--- src/rtl/tick_pkg.sv ---
// Shared constants for tick_sched: default widths, the gravity period table
// indexed by level, and the input auto-repeat period.
package tick_pkg;

    localparam int CNT_W_DEF      = 26;
    localparam int SOFT_SHIFT_DEF = 3;
    localparam int LEVEL_W_DEF    = 3;
    localparam int LEVEL_N        = 2 ** LEVEL_W_DEF;
    localparam int LEVEL_IDX_W    = $clog2(LEVEL_N);

    localparam int unsigned INPUT_PERIOD = 499_999;

    // Entry 0 sits in the least significant 32 bits.
    typedef logic [LEVEL_N-1:0][31:0] level_table_t;

    localparam level_table_t LEVEL_PERIOD = {
        32'd4_999_999, 32'd4_999_999, 32'd4_999_999, 32'd4_999_999,
        32'd9_999_999, 32'd14_999_999, 32'd19_999_999, 32'd24_999_999
    };

endpackage

--- src/rtl/tick_counter.sv ---
// One scheduler channel: counts against a live period, emits a one-cycle tick
// and, when TICK_SCHED_BLINK_EN is defined, a blink flop toggled by each tick.
module tick_counter
    import tick_pkg::*;
#(
    parameter int CNT_W = CNT_W_DEF
) (
    input  logic             clk,
    input  logic             rst,
    input  logic             pause,
    input  logic             restart,
    input  logic [CNT_W-1:0] period,
    output logic             tick,
    output logic             blink
);

    logic [CNT_W-1:0] count_q, count_d;
    logic             tick_q, tick_d;

    // NOTE: every output of this block gets a default first, so no path can infer a latch.
    always_comb begin
        count_d = count_q;
        tick_d  = 1'b0;
        if (restart) begin
            count_d = '0;
        end else if (!pause) begin
            // ">=" rather than "==" so a shrinking period never wraps through 2^CNT_W.
            if (count_q >= period) begin
                count_d = '0;
                tick_d  = 1'b1;
            end else begin
                count_d = count_q + CNT_W'(1);
            end
        end
    end

    // NOTE: state uses non-blocking assignments so every flop samples pre-edge values.
    always_ff @(posedge clk or posedge rst) begin
        if (rst) begin
            count_q <= '0;
            tick_q  <= 1'b0;
        end else begin
            count_q <= count_d;
            tick_q  <= tick_d;
        end
    end

    assign tick = tick_q;

`ifdef TICK_SCHED_BLINK_EN
    logic blink_q, blink_d;

    always_comb begin
        blink_d = tick_d ? ~blink_q : blink_q;
    end

    always_ff @(posedge clk or posedge rst) begin
        if (rst) begin
            blink_q <= 1'b0;
        end else begin
            blink_q <= blink_d;
        end
    end

    assign blink = blink_q;
`else
    assign blink = 1'b0;
`endif

endmodule

--- src/rtl/tick_sched.sv ---
// Multi-channel tick scheduler: channel 0 runs at the level-driven gravity period,
// the others at externally supplied periods. Blink outputs need TICK_SCHED_BLINK_EN.
module tick_sched
    import tick_pkg::*;
#(
    parameter int           NUM_CH      = 4,
    parameter int           CNT_W       = CNT_W_DEF,
    parameter int           LEVEL_W     = LEVEL_W_DEF,
    parameter int           SOFT_SHIFT  = SOFT_SHIFT_DEF,
    parameter level_table_t LEVEL_TABLE = LEVEL_PERIOD
) (
    input  logic                        CLOCK_50,
    input  logic                        reset,
    input  logic                        pause,
    input  logic [LEVEL_W-1:0]          level,
    input  logic                        soft_drop,
    input  logic [(NUM_CH-1)*CNT_W-1:0] period_i,
    input  logic [NUM_CH-1:0]           restart,
    output logic [NUM_CH-1:0]           tick,
    output logic [NUM_CH-1:0]           blink
);

    logic [LEVEL_IDX_W-1:0]         level_idx;
    logic [CNT_W-1:0]               grav_base;
    logic [CNT_W-1:0]               grav_period;
    logic [NUM_CH-1:0][CNT_W-1:0]   period;

    always_comb begin
        // Levels past the end of the table stay at the fastest entry.
        level_idx = LEVEL_IDX_W'(LEVEL_N - 1);
        if (32'(level) < 32'(LEVEL_N)) begin
            level_idx = LEVEL_IDX_W'(level);
        end

        grav_base   = CNT_W'(LEVEL_TABLE[level_idx]);
        grav_period = grav_base;
        if (soft_drop) begin
            grav_period = grav_base >> SOFT_SHIFT;
            if (grav_period == '0) begin
                grav_period = CNT_W'(1);
            end
        end

        period[0] = grav_period;
        for (int k = 1; k < NUM_CH; k++) begin
            period[k] = period_i[(k-1)*CNT_W +: CNT_W];
        end
    end

    for (genvar k = 0; k < NUM_CH; k++) begin : g_ch
        tick_counter #(
            .CNT_W(CNT_W)
        ) u_cnt (
            .clk    (CLOCK_50),
            .rst    (reset),
            .pause  (pause),
            .restart(restart[k]),
            .period (period[k]),
            .tick   (tick[k]),
            .blink  (blink[k])
        );
    end

endmodule

--- config.mk ---
export PLATFORM = sky130hd
export DESIGN_NAME = tick_sched
export DESIGN_NICKNAME = d
export VERILOG_FILES = /design/src/rtl/tick_pkg.sv /design/src/rtl/tick_counter.sv /design/src/rtl/tick_sched.sv
export SDC_FILE = /design/constraint.sdc
export NUM_CORES = 1
export LEC_CHECK = 0
export CAP_MARGIN = 20
export CORE_ASPECT_RATIO = 1.25
export CORE_MARGIN = 3
export CORE_UTILIZATION = 59
export DETAILED_ROUTE_END_ITERATION = 6
export GPL_TIMING_DRIVEN = 0
export MAX_ROUTING_LAYER = met4
export PLACE_DENSITY = 0.8
export SLEW_MARGIN = 30
export SYNTH_ARGS = -nofsm -noshare
export SYNTH_HDL_FRONTEND = slang
export SYNTH_HIERARCHICAL = 1
export SYNTH_SLANG_ARGS = --single-unit
--- constraint.sdc ---
create_clock -name CLOCK_50 -period 3.6 [get_ports CLOCK_50]
set_clock_uncertainty 0.1 [all_clocks]
set_input_delay 0.54 -clock CLOCK_50 [delete_from_list [all_inputs] [get_ports CLOCK_50]]
set_output_delay 0.54 -clock CLOCK_50 [all_outputs]
set_load 0.05 [all_outputs]
==> results of run 1 <==
## cell type report
type                            count  area, um2  area share
Buffer                             58        347      0.0315
Clock buffer                       11        233      0.0212
Clock inverter                      5       52.6     0.00478
Inverter                          118        443      0.0403
Multi-Input combinational cell    898       6010       0.546
Sequential cell                   108       2700       0.246
Tap cell                          212        265      0.0241
Timing Repair Buffer               97        947      0.0861
## how the worst max path moves through the flow
stage | start | endpoint | slack, ns
after global placement | level[0] | g_ch[0].u_cnt/count_q[14]$_DFFE_PP0P_ | -0.75
after floorplan | level[0] | g_ch[0].u_cnt/count_q[21]$_DFFE_PP0P_ | 0.26
final | level[1] | g_ch[0].u_cnt/count_q[21]$_DFFE_PP0P_ | 0.17
after detailed placement | level[0] | g_ch[0].u_cnt/count_q[14]$_DFFE_PP0P_ | -0.79
after global routing | level[1] | g_ch[0].u_cnt/count_q[21]$_DFFE_PP0P_ | -0.02
after CTS | level[0] | g_ch[0].u_cnt/count_q[10]$_DFFE_PP0P_ | 0.0004
## cells by family after synthesis
group	count (synthesis)
simple gates	566
compound gates	209
buf+inv	177
fa+ha+maj	110
flops	108
other cells	6
mux	5
## state kept, by name, summed over array words and instances, names as in the netlist
signal,cells
g_ch.u_cnt/count_q,104
g_ch.u_cnt/tick,4
## cell usage after synthesis, drive strengths merged, types with 6 or more instances
cell type	instances	share of area
a21o	10	0.0079
o21ai	30	0.016
or3	9	0.0065
nand2	158	0.063
o22ai	6	0.0040
nor3	18	0.0095
a211oi	9	0.0072
nand3	128	0.070
or4b	8	0.0085
nor2b	7	0.0046
a21oi	51	0.027
ha	110	0.15
and3	36	0.029
nor3b	13	0.011
a22oi	8	0.0064
nand3b	16	0.013
nand4	20	0.020
or4	80	0.066
conb	6	0.0024
a31oi	80	0.053
nand2b	6	0.0040
or2	11	0.0073
buf	11	0.012
clkbuf	40	0.016
dfrtp	108	0.29
inv	118	0.047
nor2	52	0.024
## worst reg2reg max path: stages (launching register included)
cell and delay (ns):
dfrtp_1 0.49, ha_1 0.34, a21o_1 0.18, a21oi_1 0.14, nor3b_1 0.08, o41ai_2 0.34, and3_1 0.21, clkbuf_1 0.32
clkbuf_1 0.49, nand3_1 0.14, a31oi_1 0.21
## through the flow
step | util | area, um2 | instances | setup slack [ns] | hold WS (ns)
after detailed placement | 0.680 | 10600 | 1487 | -0.792 | 0.483
after global routing | 0.703 | 11000 | 1507 | -0.0189 | 0.522
final | 0.703 | 11000 | 1507 | 0.166 | 0.495
after global placement | 0.680 | 10600 | 1487 | -0.751 | 0.473
after CTS | 0.699 | 10900 | 1503 | 0.000405 | 0.496
after floorplan | - | 9450 | 1183 | 0.255 | 0.447
## repair_timing
action	CTS	global route
setup endpoints to repair	26	26
gates cloned	0	3
gates resized for setup	10	14
pin swaps	1	3
hold buffers	0	0
setup buffers	0	2
## per-layer routing
metal / wire length (um) / share of wire / global-route usage / vias to the layer above
met5: 0 / 0 / - / -
met4: 438 / 0.018 / 0.0945 / 0
met3: 1260 / 0.052 / 0.0310 / 40
met2: 11900 / 0.50 / 0.466 / 335
met1: 10400 / 0.43 / 0.364 / 4316
li1: - / - / - / 4524
## where the power goes
part | leakage (uW) | internal (uW) | switching [uW]
clock | 0.000139 | 538 | 462
combinational | 0.00327 | 172 | 210
sequential | 0.00150 | 1220 | 12.0
total | 0.00491 | 1930 | 684
==> insert_results.sql, run 1 <==
INSERT INTO impl_metrics (metric_group, metric, value, unit) VALUES
('worst_hold_path', 'worstHoldPathCells', '2', ''),
('flow_run', 'max_cap_viol_count', '0', ''),
('sta', 'timing.final.max_slew_violations', '0', ''),
('final_layout', 'final_cell_mix', '158 x nand2_1, 123 x nand3_1, 113 x inv_1', ''),
('floorplanning', 'core_area', '15600', 'um2'),
('synthesis', 'yosys_register_bits', '108', ''),
('final_layout', 'drive_above_1_share', '0.0842', ''),
('placement', 'io_buffers', '92', ''),
('critical_path', 'required_arrival_time_at_the_worst_endpoint', '3.77', 'ns'),
('critical_path', 'setup.worst_path.end_class', 'flop', ''),
('critical_path', 'reg2reg_from', 'g_ch[1].u_cnt/count_q[3]$_DFFE_PP0P_', ''),
('sta', 'max-slew-margin-rel', '0.542', ''),
('critical_path', 'timing.critical_path.depth', '13', ''),
('critical_path', 'cell_by_cell_listing_of_the_critical_path', 'clkdlybuf4s15_2, ha_4, nor2b_1, nor3_1, inv_1, ha_1, a211oi_1, nor2_1, o41ai_2, nand3_2, buf_6, or4_2, a31oi_1', ''),
('routing', 'detailedRoute.firstPassIterationCount', '5', ''),
('routing', 'detailedRoute.firstIterationViolations', '607', ''),
('global_route', 'track_usage', '0.282', ''),
('global_route', 'number_of_global_route_vias_before_repair', '8662', ''),
('critical_path', 'crit-reg2reg-capture', 'g_ch[1].u_cnt/count_q[16]$_DFFE_PP0P_', ''),
('clock_network', 'number_of_cts_inserted_buffers', '9', ''),
('placement', 'rd_place_congestion', '0.881', ''),
('floorplanning', 'die_area', '17600', 'um2'),
('floorplanning', 'io-pin-count', '97', ''),
('clock_network', 'htree_levels', '3', ''),
('final_layout', 'n_fill_cell', '1329', ''),
('final_layout', 'final_common_cell', 'nand2_1', ''),
('synthesis', 'dominantRegCellSynth', 'dfrtp_1', ''),
('critical_path', 'critical_path.n_buffers_inverters', '3', ''),
('worst_hold_path', 'hold_path_startpoint', 'g_ch[2].u_cnt/count_q[8]$_DFFE_PP0P_', ''),
('critical_path', 'cp.arrival', '3.60', 'ns'),
('clock_network', 'cts-root-to-sink-buffers', '2', ''),
('sta', 'finalHoldViolCount', '0', ''),
('synthesis', 'syn_inst', '1181', ''),
('final_layout', 'layout.nets', '1489', ''),
('routing', 'routedWlPerCell', '15.9', 'um'),
('clock_network', 'worst_setup_hold_path_clk_slew', '0.07', 'ns'),
('sta', 'worst-slew-pin-transition', '0.688', 'ns'),
('synthesis', 'yosys.area_share.adder', '0.146', ''),
('global_route', 'globalRouteOverflowTotal', '0', ''),
('critical_path', 'maximum_fanout_count_along_the_critical_path', '8', ''),
('sta', 'setup-tns-final', '0', 'ns'),
('synthesis', 'number_of_synthesized_flops_with_an_enable_pin', '0', ''),
('routing', 'detailroute.via_count', '9215', ''),
('sta', 'finalCritPeriodShare', '0.954', ''),
('outcome', 'outcome', 'finished, final reports clean', ''),
('global_route', 'initial_antenna_violation_count', '0', ''),
('final_layout', 'area_growth_syn_to_layout', '16.5', '%'),
('floorplanning', 'placementRows', '51', ''),
('clock_network', 'insertion_delay', '0.36', 'ns'),
('synthesis', 'yosys.cell_types.count', '53', ''),
('worst_hold_path', 'hold_end', 'g_ch[2].u_cnt/count_q[8]$_DFFE_PP0P_', ''),
('routing', 'avgViaCountPerCell', '6.11', ''),
('synthesis', 'seq_area_frac_synth', '0.286', ''),
('routing', 'wire_length_after_detailed_routing', '24000', 'um'),
('worst_hold_path', 'worst_min_path_class', 'flop to flop', ''),
('floorplanning', 'initial_utilization', '0.604', ''),
('global_route', 'grt_pass1_wl', '40500', 'um'),
('placement', 'dp.final_hpwl', '17500', 'um'),
('power_and_ir_drop', 'power.ir.vdd_worst', '0.194', 'mV'),
('critical_path', 'critical-path-max-stage-delay', '0.59', 'ns'),
('power_and_ir_drop', 'report.power.total', '2610', 'uW'),
('routing', 'final_antenna_net_count', '0', ''),
('power_and_ir_drop', 'power_density', '238', 'nW/um2'),
('routing', 'remaining_drc_errors', '0', ''),
('sta', 'max_freq', '291', 'MHz'),
('final_layout', 'num_antenna_cells', '0', ''),
('clock_network', 'cts.sinks', '108', ''),
('clock_network', 'tritoncts', 'yes', ''),
('clock_network', 'clock-root-buffer', 'clkbuf_16', ''),
('critical_path', 'path_class', 'input pin to flop', ''),
('synthesis', 'synth_async_sr_flop_share', '1.00', '');
Power figures use the tool's default switching activity.
==> run 2: changes to the inputs <==
--- a/config.mk
+++ b/config.mk
@@ -8,13 +8,12 @@
 export CAP_MARGIN = 20
 export CORE_ASPECT_RATIO = 1.25
 export CORE_MARGIN = 3
-export CORE_UTILIZATION = 59
+export CORE_UTILIZATION = 58
 export DETAILED_ROUTE_END_ITERATION = 6
 export GPL_TIMING_DRIVEN = 0
 export MAX_ROUTING_LAYER = met4
-export PLACE_DENSITY = 0.8
+export PLACE_DENSITY = 0.83
 export SLEW_MARGIN = 30
 export SYNTH_ARGS = -nofsm -noshare
 export SYNTH_HDL_FRONTEND = slang
-export SYNTH_HIERARCHICAL = 1
 export SYNTH_SLANG_ARGS = --single-unit
==> constraint.sdc (replaced) <==
create_clock -name CLOCK_50 -period 3.6 [get_ports CLOCK_50]
set_clock_uncertainty 0.1 [all_clocks]
set_input_delay 0.54 -clock CLOCK_50 [delete_from_list [all_inputs] [get_ports CLOCK_50]]
set_output_delay 0.54 -clock CLOCK_50 [all_outputs]
set_load 0.005 [all_outputs]
==> run 2 against run 1 <==
Via count fell by 6.8%. Final area fell by 6.4%. Global-route usage rose by 0.60 points. Clock-buffer cell count fell by 1. Critical endpoint is now g_ch[0].u_cnt.count_q[13]$_DFFE_PP0P_. Die area fell by 6.6%.
==> insert_results.sql, run 2 <==
INSERT INTO impl_metrics (metric_group, metric, value, unit) VALUES
('outcome', 'outcome', 'finished, final reports clean', ''),
('synthesis', 'syn_inst', '1064', ''),
('sta', 'post_layout_minimum_cycle_time', '3.48', 'ns'),
('global_route', 'grt_pass1_wl', '37900', 'um'),
('power_and_ir_drop', 'power.static_leakage', '0.00484', 'uW'),
('synthesis', 'synth_most_common_cell', 'nand2_1', ''),
('clock_network', 'htree_levels', '3', ''),
('sta', 'setup-tns-final', '0', 'ns'),
('final_layout', 'num_antenna_cells', '0', ''),
('placement', 'cells_after_dpl', '1336', ''),
('critical_path', 'maximum_fanout_count_along_the_critical_path', '10', ''),
('sta', 'holdWs', '0.430', 'ns'),
('clock_network', 'cts.sinks', '108', ''),
('routing', 'wire_length_after_detailed_routing', '22900', 'um'),
('sta', 'finalHoldViolCount', '0', ''),
('routing', 'detailedRoute.firstIterationViolations', '645', ''),
('sta', 'rsz0062_at_grt', 'true', ''),
('critical_path', 'required_arrival_time_at_the_worst_endpoint', '3.78', 'ns'),
('clock_network', 'worst_setup_hold_path_clk_slew', '0.08', 'ns'),
('routing', 'final_antenna_net_count', '0', ''),
('placement', 'io_buffers', '90', ''),
('final_layout', 'count_of_non_filler_cells_in_the_finished_layout', '1364', ''),
('final_layout', 'drive_above_1_share', '0.0632', ''),
('synthesis', 'dominantRegCellSynth', 'dfrtp_1', ''),
('final_layout', 'largest_reg_flops', '104', ''),
('critical_path', 'crit_path_start_kind', 'input pin', ''),
('critical_path', 'cp.arrival', '3.65', 'ns'),
('floorplanning', 'initial_utilization', '0.597', ''),
('synthesis', 'netlist_top_cells_area', 'dfrtp_1 31%, ha_1 15%, nand2_1 5.6%', ''),
('synthesis', 'netlist_area', '8640', 'um2'),
('synthesis', 'synth.yosys.warnings', '0', ''),
('floorplanning', 'die_area', '16400', 'um2'),
('critical_path', 'setup.worst_path.end_class', 'flop', ''),
('final_layout', 'final_cell_mix', '130 x nand2_1, 108 x dfrtp_1, 106 x ha_1', ''),
('global_route', 'grt_max_degree', '79', ''),
('clock_network', 'number_of_cts_inserted_buffers', '9', ''),
('routing', 'detailedRoute.firstPassIterationCount', '5', ''),
('floorplanning', 'dieHeight', '142', 'um'),
('synthesis', 'synth_top_cell_by_area', 'dfrtp_1', ''),
('floorplanning', 'die_w', '115', 'um'),
('synthesis', 'synth.top_cells.by_count', '130 x nand2_1, 108 x dfrtp_1, 106 x ha_1', ''),
('final_layout', 'final_common_cell', 'nand2_1', ''),
('worst_hold_path', 'worst_min_path_class', 'input pin to async pin', ''),
('routing', 'detailroute.via_count', '8584', ''),
('synthesis', 'synth_async_sr_flop_share', '1.00', ''),
('routing', 'remaining_drc_errors', '0', ''),
('synthesis', 'mapped_avg_cell_area', '8.12', 'um2'),
('global_route', 'globalRouteOverflowTotal', '0', ''),
('clock_network', 'tritoncts', 'yes', ''),
('synthesis', 'synth_top_area_share', '0.313', ''),
('sta', 'timing.final.max_slew_violations', '0', ''),
('floorplanning', 'io-pin-count', '97', ''),
('global_route', 'track_usage', '0.288', ''),
('synthesis', 'number_of_synthesized_flops_with_an_enable_pin', '0', ''),
('critical_path', 'timing.reg2reg.worst_path_depth', '9', ''),
('placement', 'rd_place_congestion', '0.903', ''),
('sta', 'setup_viol', '0', ''),
('placement', 'dp.final_hpwl', '16600', 'um'),
('routing', 'routedWlPerCell', '16.8', 'um'),
('routing', 'avgViaCountPerCell', '6.29', ''),
('sta', 'max-slew-margin-rel', '0.375', ''),
('clock_network', 'insertion_delay', '0.36', 'ns'),
('clock_network', 'clock-root-buffer', 'clkbuf_16', ''),
('power_and_ir_drop', 'power_density', '261', 'nW/um2'),
('global_route', 'number_of_global_route_vias_before_repair', '8053', ''),
('final_layout', 'registers.top_by_ff_count', 'g_ch.u_cnt.count_q', ''),
('final_layout', 'n_fill_cell', '1169', ''),
('final_layout', 'area_growth_syn_to_layout', '19.1', '%'),
('final_layout', 'layout.nets', '1376', ''),
('global_route', 'initial_antenna_violation_count', '0', ''),
('floorplanning', 'placementRows', '49', ''),
('placement', 'placement.setup.worst_slack', '-0.878', 'ns'),
('synthesis', 'yosys_register_bits', '108', ''),
('sta', 'final.setup.worst_slack', '0.123', 'ns'),
('floorplanning', 'core_area', '14500', 'um2'),
('flow_run', 'max_cap_viol_count', '0', ''),
('sta', 'worst-slew-pin-transition', '0.934', 'ns'),
('synthesis', 'yosys.cell_types.count', '62', ''),
('sta', 'max_freq', '288', 'MHz'),
('clock_network', 'cts-root-to-sink-buffers', '2', ''),
('power_and_ir_drop', 'report.power.total', '2690', 'uW'),
('synthesis', 'seq_area_frac_synth', '0.313', ''),
('power_and_ir_drop', 'power.ir.vdd_worst', '0.226', 'mV'),
('sta', 'finalCritPeriodShare', '0.966', ''),
('critical_path', 'path_class', 'input pin to flop', '');
## run 2: changes by cell type in the layout (fill, tap and decap cells not counted), moves of 14 or more
cell     delta
nor3_1     +14
a31oi_1    -37
nand3_1    -28
nand2_1    -28
a22o_1     +19
inv_1      -14
or4_1      -64
## run 2: cell type report
type                            instances  area [um2]  area share
Buffer                                 41         215      0.0209
Clock buffer                           10         239      0.0232
Clock inverter                          6        71.3     0.00693
Inverter                              102         394      0.0383
Multi-Input combinational cell        816        5430       0.527
Sequential cell                       108        2700       0.262
Tap cell                              178         223      0.0216
Timing Repair Buffer                  103        1020      0.0994
## run 2: kinds of logic after synthesis
kind of cell | synth area share
AND/OR/NAND/NOR | 0.266
AO/OA/AOI/OAI | 0.189
buffers and inverters | 0.0665
flip-flops | 0.313
adder cells (fa/ha/maj) | 0.153
XOR/XNOR | 0.00811
multiplexers | 0.00391
other | 0.000434
## run 2: power breakdown
part	internal (uW)	switching (uW)	leakage, uW
clock network	567	482	0.000151
logic	183	223	0.00319
registers	1220	13.9	0.00150
## run 2: per-stage QoR
stage | utilization | instance area (um2)
2_1_floorplan | - | 8650
3_3_place_gp | 0.676 | 9780
3_5_place_dp | 0.678 | 9810
4_1_cts | 0.704 | 10200
5_1_grt | 0.712 | 10300
6_report | 0.712 | 10300
## run 2: path summary, 6_finish.rpt
kind	to	startpoint	slack (ns)
min	g_ch[0].u_cnt.count_q[1]$_DFFE_PP0P_	reset	0.43
min in group CLOCK_50	g_ch[1].u_cnt.count_q[24]$_DFFE_PP0P_	g_ch[1].u_cnt.count_q[24]$_DFFE_PP0P_	0.43
max in group asynchronous	g_ch[1].u_cnt.count_q[24]$_DFFE_PP0P_	reset	2.28
max reg2reg	g_ch[1].u_cnt.count_q[5]$_DFFE_PP0P_	g_ch[1].u_cnt.count_q[7]$_DFFE_PP0P_	0.48
min reg2reg	g_ch[1].u_cnt.count_q[24]$_DFFE_PP0P_	g_ch[1].u_cnt.count_q[24]$_DFFE_PP0P_	0.43
max	g_ch[0].u_cnt.count_q[13]$_DFFE_PP0P_	level[2]	0.12
## run 2: critical path, stage by stage
cell and delay (ns):
clkdlybuf4s50_1 0.47, clkbuf_4 0.23, nor2_1 0.21, nand2_1 0.09
ha_1 0.32, a21o_1 0.19, a211o_1 0.28, a41oi_1 0.30
nand3_2 0.23, nor3_4 0.30, buf_4 0.17, a41oi_1 0.12
a31oi_1 0.20
## run 2: what timing repair did
| action | 4_1_cts | 5_1_grt |
|---|---|---|
| hold endpoints to repair | 0 | 0 |
| pin swaps | 3 | 6 |
| gates resized for setup | 11 | 19 |
| setup endpoints to repair | 24 | 28 |
| buffers inserted | 5 | 7 |
| hold buffers | 0 | 0 |
## run 2: per-layer routing
layer	GRT usage	up-vias	part of all wire
li1	-	4147	-
met1	0.353	4083	0.41
met2	0.493	294	0.51
met3	0.0272	60	0.052
met4	0.104	0	0.026
met5	-	-	0
